===== config.mk =====
export PLATFORM = sky130hd
export DESIGN_NAME = lsu_store_queue
export DESIGN_NICKNAME = d
export VERILOG_FILES = /design/src/rtl/lsu_store_queue.sv
export SDC_FILE = /design/constraint.sdc
export NUM_CORES = 2
export LEC_CHECK = 0
export ABC_CLOCK_PERIOD_IN_PS = 46200
export BUFFER_PORTS_ARGS = -buffer_cell sky130_fd_sc_hd__clkbuf_2
export CAP_MARGIN = 25
export CORE_UTILIZATION = 45
export CTS_BUF_LIST = sky130_fd_sc_hd__clkbuf_4 sky130_fd_sc_hd__clkbuf_8
export CTS_CLUSTER_DIAMETER = 150
export DETAILED_ROUTE_END_ITERATION = 10
export PLACE_DENSITY = 0.57
export SLEW_MARGIN = 5
export SYNTH_ARGS = -nofsm -noshare
export SYNTH_HDL_FRONTEND = slang
export SYNTH_SLANG_ARGS = --single-unit

===== constraint.sdc =====
create_clock -name clk -period 46.2 [get_ports clk]
set_input_delay 4.62 -clock clk [delete_from_list [all_inputs] [get_ports clk]]
set_output_delay 4.62 -clock clk [all_outputs]
set_load 0.02 [all_outputs]

===== src/rtl/lsu_store_queue.sv =====
// LSU store queue: program-ordered stores, in-order commit, flush of speculative
// entries, dcache drain and age-checked byte-granular store-to-load forwarding.
module lsu_store_queue #(
    parameter int NR_ENTRIES = 8,
    parameter int XLEN       = 64,
    parameter int PADDR_W    = 64,
    parameter int ID_W       = 8
) (
    input  logic                          clk,
    input  logic                          rst,
    input  logic                          push_valid,
    output logic                          push_ready,
    input  logic [ID_W-1:0]               push_id,
    input  logic [PADDR_W-1:0]            push_paddr,
    input  logic [XLEN-1:0]               push_wdata,
    input  logic [XLEN/8-1:0]             push_wmask,
    input  logic                          commit_valid,
    input  logic                          flush_valid,
    output logic                          dc_wvalid,
    input  logic                          dc_wready,
    output logic [PADDR_W-1:0]            dc_waddr,
    output logic [XLEN-1:0]               dc_wdata,
    output logic [XLEN/8-1:0]             dc_wmask,
    input  logic                          fwd_valid,
    input  logic [ID_W-1:0]               fwd_id,
    input  logic [PADDR_W-1:0]            fwd_paddr,
    input  logic [XLEN/8-1:0]             fwd_lmask,
    output logic [XLEN/8-1:0]             fwd_mask,
    output logic [XLEN-1:0]               fwd_data,
    output logic                          fwd_full,
    output logic                          empty,
    output logic [$clog2(NR_ENTRIES):0]   count,
    output logic                          err
);
    localparam int IW  = $clog2(NR_ENTRIES);
    localparam int PW  = IW + 1;
    localparam int MW  = XLEN / 8;
    localparam int OFF = $clog2(MW);

    logic [PW-1:0]      head_q, cmt_q, tail_q;
    logic [PW-1:0]      cnt, cmt_d, tail_d;
    logic [ID_W-1:0]    id_q   [NR_ENTRIES];
    logic [PADDR_W-1:0] addr_q [NR_ENTRIES];
    logic [XLEN-1:0]    data_q [NR_ENTRIES];
    logic [MW-1:0]      mask_q [NR_ENTRIES];
    logic [IW-1:0]      hidx;
    logic               full, push_fire, commit_ok, pop;

    assign cnt        = tail_q - head_q;
    assign full       = (cnt == PW'(NR_ENTRIES));
    assign push_ready = !full;
    assign empty      = (cnt == '0);
    assign count      = cnt;
    assign hidx       = head_q[IW-1:0];

    // Entries in [head, cmt) are committed; only those may drain.
    assign dc_wvalid  = (head_q != cmt_q);
    assign dc_waddr   = dc_wvalid ? addr_q[hidx] : '0;
    assign dc_wdata   = dc_wvalid ? data_q[hidx] : '0;
    assign dc_wmask   = dc_wvalid ? mask_q[hidx] : '0;
    assign pop        = dc_wvalid & dc_wready;

    assign commit_ok  = commit_valid & (cmt_q != tail_q);
    assign push_fire  = push_valid & push_ready & !flush_valid;
    assign cmt_d      = cmt_q + PW'(commit_ok);
    // Flush lands after the same-cycle commit, so the committing entry survives.
    assign tail_d     = flush_valid ? cmt_d : tail_q + PW'(push_fire);

    always_ff @(posedge clk or posedge rst) begin
        if (rst) begin
            head_q <= '0;
            cmt_q  <= '0;
            tail_q <= '0;
            err    <= 1'b0;
        end else begin
            head_q <= head_q + PW'(pop);
            cmt_q  <= cmt_d;
            tail_q <= tail_d;
            err    <= err | (commit_valid & !commit_ok)
                          | (push_valid & full & !flush_valid);
        end
    end

    always_ff @(posedge clk) begin
        if (push_fire) begin
            id_q[tail_q[IW-1:0]]   <= push_id;
            addr_q[tail_q[IW-1:0]] <= push_paddr;
            data_q[tail_q[IW-1:0]] <= push_wdata;
            mask_q[tail_q[IW-1:0]] <= push_wmask;
        end
    end

    logic [IW-1:0]   fidx;
    logic [ID_W-1:0] fdiff;
    logic            fhit;

    // Oldest to youngest with overwrite: the youngest older store wins per byte.
    always_comb begin
        fwd_mask = '0;
        fwd_data = '0;
        fidx     = '0;
        fdiff    = '0;
        fhit     = 1'b0;
        for (int k = 0; k < NR_ENTRIES; k++) begin
            fidx  = hidx + IW'(k);
            fdiff = fwd_id - id_q[fidx];
            fhit  = fwd_valid && (PW'(k) < cnt)
                    && (addr_q[fidx][PADDR_W-1:OFF] == fwd_paddr[PADDR_W-1:OFF])
                    && !fdiff[ID_W-1] && (fdiff != '0);
            for (int b = 0; b < MW; b++) begin
                if (fhit && mask_q[fidx][b] && fwd_lmask[b]) begin
                    fwd_mask[b]        = 1'b1;
                    fwd_data[8*b +: 8] = data_q[fidx][8*b +: 8];
                end
            end
        end
    end

    assign fwd_full = fwd_valid & (fwd_mask == fwd_lmask) & (|fwd_lmask);

    logic unused_lo;
    assign unused_lo = ^fwd_paddr[OFF-1:0];
endmodule


# Yosys cells after proc, flatten, opt, wreduce, memory -nomap -nowiden
# Memory sizes are Yosys's and may differ from the RTL's.
# Index checks and enable logic that the tools add are counted.
dict set report word_totals {
  inputBits 231
  reg_bits 13
  elab_cells 373
  memories 4
  out_inout_bits 217
  mem_bits_rw 1152
}
# name words width read_ports rd_ports_with_merged_regs write_ports line
set mem_list {}
lappend mem_list {addr_q 8 64 8 0 1 43} ;# logic [PADDR_W-1:0] addr_q [NR_ENTRIES];
lappend mem_list {data_q 8 64 8 0 1 44} ;# logic [XLEN-1:0] data_q [NR_ENTRIES];
lappend mem_list {id_q 8 8 8 0 1 42} ;# logic [ID_W-1:0] id_q [NR_ENTRIES];
lappend mem_list {mask_q 8 8 8 0 1 45} ;# logic [MW-1:0] mask_q [NR_ENTRIES];
dict set report op_classes {
  n_eq_ne 12
  n_mux 134
  add_sub_neg 19
  reduce_logical 181
  order_cmp 8
  bitwise_logic 11
}
# op count
set op_table {}
lappend op_table {{two-way mux 8 bit} 65}
lappend op_table {{equality test 61 bit} 8}
lappend op_table {{logical AND 1 bit} 160}
lappend op_table {{two-way mux 64 bit} 2}
lappend op_table {{two-way mux 1 bit} 66}
lappend op_table {{nonzero test 8 bit} 8}
lappend op_table {{subtractor 8 bit} 8}
lappend op_table {{less-than comparator 3 x 4 -> 1 bit (first input constant)} 4}
lappend op_table {{adder 3 bit (second input constant)} 4}
lappend op_table {{adder 4 x 1 -> 4 bit} 3}
lappend op_table {{logical NOT 1 bit} 11}
lappend op_table {{AND 1 bit} 9}
lappend op_table {{equality test 8 bit} 1}
lappend op_table {{less-than comparator 1 x 4 -> 1 bit (first input constant)} 2}
lappend op_table {{less-than comparator 2 x 4 -> 1 bit (first input constant)} 2}
lappend op_table {{!= test 4 bit} 2}
lappend op_table {{OR reduction 8 bit} 1}
lappend op_table {{adder 3 x 2 -> 3 bit (second input constant)} 2}
lappend op_table {{equality test 4 bit (second input constant)} 1}
lappend op_table {{logical NOT 4 bit} 1}
lappend op_table {{two-way mux 4 bit} 1}
lappend op_table {{subtractor 4 bit} 1}
lappend op_table {{adder 3 x 1 -> 3 bit (second input constant)} 1}
lappend op_table {{OR 1 bit} 2}

# Logic depth before layout (Yosys ltp)
dict set report logic_depth {
  ltp_word 19
  mapped_depth 54
  mapped_depth_nobuf 19
}

# Worst setup path before layout
# OpenSTA, ideal clock, no wires.
dict set report synth_timing {
  kind {flip-flop to flip-flop}
  from {reg head_q[1]}
  to {mem addr_q[0][0] (enable)}
  setup_ns 0.824
  synth_period_minus_slack_ns 16.127
  t_required_ns 45.376
  arrival_ns 15.304
  path_stages_with_launch 26
  n_path_buf 17
  slack_ns 30.073
  cell_sequence {dfrtp_1 -> buf_6 -> buf_6 -> buf_6 -> buf_8 -> buf_6 -> buf_6 -> buf_4 -> buf_4 -> buf_6 -> buf_6 -> buf_4 -> buf_6 -> buf_4 -> buf_2 -> buf_1 -> buf_2 -> buf_1 -> inv_1 -> fa_1 -> xor2_1 -> or2_2 -> or3_1 -> nor2b_1 -> nand2_1 -> nor3_1}
}
dict set report synth_between {
  elab_chain_cells 7
}
# item line
set synth_lines {}
lappend synth_lines {{start, declared} 40} ;# logic [PW-1:0] head_q, cmt_q, tail_q;
lappend synth_lines {{start signal, assigned} 76} ;# head_q <= head_q + PW'(pop);
lappend synth_lines {{subtractor 4 bit} 49} ;# assign cnt = tail_q - head_q;
lappend synth_lines {{via count[2]} 32} ;# output logic [$clog2(NR_ENTRIES):0] count,
lappend synth_lines {{equality test 4 bit} 50} ;# assign full = (cnt == PW'(NR_ENTRIES));
lappend synth_lines {{logical NOT 1 bit} 51} ;# assign push_ready = !full;
lappend synth_lines {{via push_ready} 12} ;# output logic push_ready,
lappend synth_lines {{AND 1 bit (2 in series)} 64} ;# assign push_fire = push_valid & push_ready & !flush_valid;
lappend synth_lines {{two-way mux 1 bit} 85} ;# if (push_fire) begin
lappend synth_lines {{two-way mux 1 bit (implied by the code)} 87} ;# addr_q[tail_q[IW-1:0]] <= push_paddr;
lappend synth_lines {{end, declared} 43}
# The timed path passes the listed nets, and every way through them passes these cells.

# Final worst setup path
dict set report layout_timing {
  from {reg head_q[0]}
  to {out fwd_data[29]}
}
dict set report layout_between {
  elab_chain_cells 16
  word_cells_on_any_way 108
  classes_between {16 x add/sub; 8 x order compare; 8 x eq/ne; 8 x mux; 64 x reduce/logical; 4 x memory}
}
# item line
set layout_lines {}
lappend layout_lines {{branches (longest 15 deep; another with memory read (8 x 8 bit))} n/a}
lappend layout_lines {{two-way mux 8 bit (*)} 111} ;# if (fhit && mask_q[fidx][b] && fwd_lmask[b]) begin
lappend layout_lines {{end, declared} 29} ;# output logic [XLEN-1:0] fwd_data,
# Mark *: on every way between the ends.

==> load_flow_metrics.sql <==
INSERT INTO impl_metrics (metric_group, metric, value, unit) VALUES
('critical_path', 'timing.reg2reg.worst_path_depth', '14', ''),
('logic_synthesis', 'synth_warnings', '0', ''),
('global_route', 'grt_total_usage', '36.3', '%'),
('sta', 'finalSetupViolCount', '0', ''),
('global_route', 'grt_max_degree', '170', ''),
('global_route', 'grt_pass1_vias', '70800', ''),
('clock_tree', 'sink_count_of_the_clock_tree', '1165', ''),
('critical_path', 'crit_path_cell_trace', 'inv_6 -> ha_4 -> buf_4 -> buf_4 -> buf_12 -> buf_4 -> mux4_2 -> xnor2_1 -> nand4_1 -> o31ai_1 -> nor4b_4 -> nand3_2 -> nor4b_1 -> nor2b_1 -> a221oi_1 -> a221oi_1 -> clkbuf_2', ''),
('critical_path', 'worstPathMaxFanout', '132', ''),
('clock_tree', 'clk_pin_slew_worst_paths', '0.06', 'ns'),
('sta', 'finalHoldViolCount', '0', ''),
('sta', 'slew_headroom', '9.41', '%'),
('sta', 'report.final.slew_viol_count', '0', ''),
('critical_path', 'crit-reg2reg-launch', 'head_q[2]', ''),
('logic_synthesis', 'synth.cell_area', '95400', 'um^2'),
('logic_synthesis', 'yosysSeqAreaShare', '36.6', '%'),
('hold_path', 'whs_path_depth', '2', ''),
('floorplan', 'start_util', '45.4', '%'),
('logic_synthesis', 'syn_nets', '7681', ''),
('routing', 'met1Wirelength', '152000', 'um'),
('routing', 'drt.antenna.violating_nets', '0', ''),
('placement', 'post-place-cells', '10200', ''),
('floorplan', 'io_pins', '448', ''),
('logic_synthesis', 'postSynth.asyncResetShare', '1.12', '%'),
('logic_synthesis', 'synthTopCellsByArea', 'edfxtp_1 36%, mux4_2 27%, mux2i_1 8.8%', ''),
('critical_path', 'critPathCaptureType', 'primary output', ''),
('global_route', 'first_pass_grt_wire_length', '554000', 'um'),
('critical_path', 'worstSetupStartpointType', 'flop', ''),
('logic_synthesis', 'synth_mux_area_share', '36.8', '%'),
('status', 'outcome', 'completed', ''),
('floorplan', 'fp-row-count', '168', ''),
('routing', 'routed_wirelength', '399000', 'um'),
('flow_run', 'drv.max_cap_violation_count', '0', ''),
('logic_synthesis', 'synth_largest_type_area_fraction', '36.3', '%'),
('routing', 'first_iter_violations', '12100', ''),
('placement', 'place_hpwl', '281000', 'um'),
('routing', 'highest-signal-layer', 'met5', ''),
('sta', 'min_period_over_period', '36.3', '%'),
('logic_synthesis', 'synth_register_bits', '1165', ''),
('logic_synthesis', 'synth_adder_area_share', '1.12', '%'),
('critical_path', 'cell_with_the_largest_stage_delay_on_the_worst_path', 'nor2b_1', ''),
('floorplan', 'core_area', '210000', 'um^2'),
('routing', 'drc_errors', '0', ''),
('routing', 'dr_wl_met3', '50800', 'um'),
('sta', 'final.setup_skew', '0.0957', 'ns'),
('logic_synthesis', 'synthesized_netlist_cell_count', '7370', ''),
('floorplan', 'die_height', '462', 'um'),
('logic_synthesis', 'yosys.area.top_type', 'edfxtp_1', ''),
('sta', 'timing.final.crit_period', '16.75', 'ns'),
('sta', 'fmaxAchievable', '0.0597', 'GHz'),
('logic_synthesis', 'synth_top_family_by_area', 'multiplexers', ''),
('clock_tree', 'htree_num_levels', '4', ''),
('routing', 'average_wire_per_cell_in_the_routed_design', '37.6', 'um'),
('critical_path', 'cp.buffers_inverters', '6', ''),
('routing', 'drtPass1Iterations', '6', ''),
('sta', 'max_slew.worst_pin.slew', '1.35', 'ns'),
('hold_path', 'hp-start', 'err', ''),
('placement', 'placement.setup.worst_slack', '30.72', 'ns'),
('clock_tree', 'post_cts_resized', '0', ''),
('critical_path', 'path_delay_family', 'buffers and inverters', ''),
('clock_tree', 'cts-hold-fix-buffers', '0', ''),
('clock_tree', 'post-cts-setup-buffers', '0', ''),
('logic_synthesis', 'ys_dominant_reg_cell', 'edfxtp_1', ''),
('critical_path', 'worstSetupPathType', 'flop to primary output', ''),
('hold_path', 'whs_endpoint', 'err', ''),
('cells_and_area', 'layout-area-overhead-vs-synth', '9.08', '%'),
('clock_tree', 'root_buffer', 'clkbuf_8', ''),
('floorplan', 'fp.dieArea', '214000', 'um^2'),
('logic_synthesis', 'post_synthesis_compound_gate_area_fraction', '8.08', '%'),
('placement', 'port_buffers', '444', ''),
('global_route', 'grt_antenna_before_repair', '75', '');
==> cells by family (layout without fill, tap and decap cells) <==
family,after synthesis,after routing
xor gates and xnor gates,464,464
other,0,49
and+or+nand+nor,1783,1783
AOI/OAI and AO/OA,1067,1067
buffers and inverters,734,1100
DFF,1165,1165
muxes,2077,2077
adders and majority gates,80,80
==> synth_stat cells (34+ instances only) <==
cell / instances
nand3_1: 142
a21oi_1: 161
and3_1: 58
nor4_1: 69
mux2i_1: 839
xnor2_1: 355
a22oi_1: 95
nor2_1: 276
o21ai_0: 131
o22ai_1: 103
buf_4: 89
clkbuf_1: 236
buf_2: 157
mux4_2: 1136
nand2b_1: 38
edfxtp_1: 1152
nor3_1: 62
buf_1: 92
o221ai_1: 36
a211oi_1: 38
xor2_1: 109
ha_1: 71
mux2_2: 102
nor2b_1: 55
nand4_1: 126
a22o_1: 35
nand2_1: 775
a221oi_1: 87
buf_6: 63
o211ai_1: 34
inv_1: 73
==> worst min-delay path, cell delays in order, from the launching register on <==
cell and delay [ns]:
dfrtp_1 0.36, a21oi_1 0.04, o21ai_0 0.06
==> sequential cells by signal, indices dropped and copies added (netlist names) <==
register	cells
head_q	4
tail_q	4
id_q	64
cmt_q	4
addr_q	512
err	1
data_q	512
mask_q	64
==> metrics by stage <==
stage	utilization, %	hold slack [ns]
floorplan	-	0.521
global placement	47.3	0.463
detailed placement	47.3	0.487
CTS	49.4	0.501
global route	49.5	0.539
finish	49.5	0.498
==> cell type report <==
type,instances,area [um^2]
Tap cell,2805,3510
Inverter,85,332
Antenna cell,49,123
Timing Repair Buffer,635,3940
Multi-Input combinational cell,5471,56900
Sequential cell,1165,34900
Clock buffer,254,3230
Clock inverter,126,1140
Fill cell,18400,106000
==> worst max-delay path by stage <==
stage | from | endpoint | depth (start not counted)
4_1_cts | head_q[0] | fwd_full | 17
5_1_grt | head_q[0] | fwd_data[29] | 17
3_5_place_dp | head_q[0] | fwd_full | 17
6_report | head_q[0] | fwd_data[29] | 17
3_3_place_gp | head_q[0] | fwd_full | 17
2_1_floorplan | head_q[1] | addr_q[0][0] | 25
==> routing by layer <==
metal  GRT usage, %  up-vias
li1               -    30700
met1           49.4    39700
met2           54.1     5353
met3           10.4      894
met4           15.7       56
met5              0        -
==> cells in the final DEF, fill, tap and decap left out, types with 34 or more instances in the layout <==
| master | count |
|---|---|
| nand2_1 | 775 |
| mux4_2 | 1136 |
| nor3_1 | 56 |
| nand3_1 | 142 |
| clkbuf_2 | 444 |
| a21oi_1 | 161 |
| nand2b_1 | 38 |
| a22o_1 | 35 |
| buf_4 | 167 |
| a211oi_1 | 38 |
| clkbuf_4 | 42 |
| nor2b_1 | 51 |
| clkbuf_8 | 212 |
| edfxtp_1 | 1152 |
| mux2i_1 | 839 |
| o211ai_1 | 34 |
| mux2_2 | 102 |
| a22oi_1 | 95 |
| xor2_1 | 107 |
| clkinv_2 | 42 |
| and3_1 | 58 |
| o22ai_1 | 103 |
| nor4_1 | 63 |
| o221ai_1 | 36 |
| diode_2 | 49 |
| nor2_1 | 267 |
| clkinv_1 | 53 |
| ha_1 | 69 |
| a221oi_1 | 87 |
| inv_1 | 73 |
| xnor2_1 | 352 |
| o21ai_0 | 131 |
| nand4_1 | 126 |
Power is not shown: default switching activity piles up to over one toggle a cycle in this logic, so the estimate is an artifact.
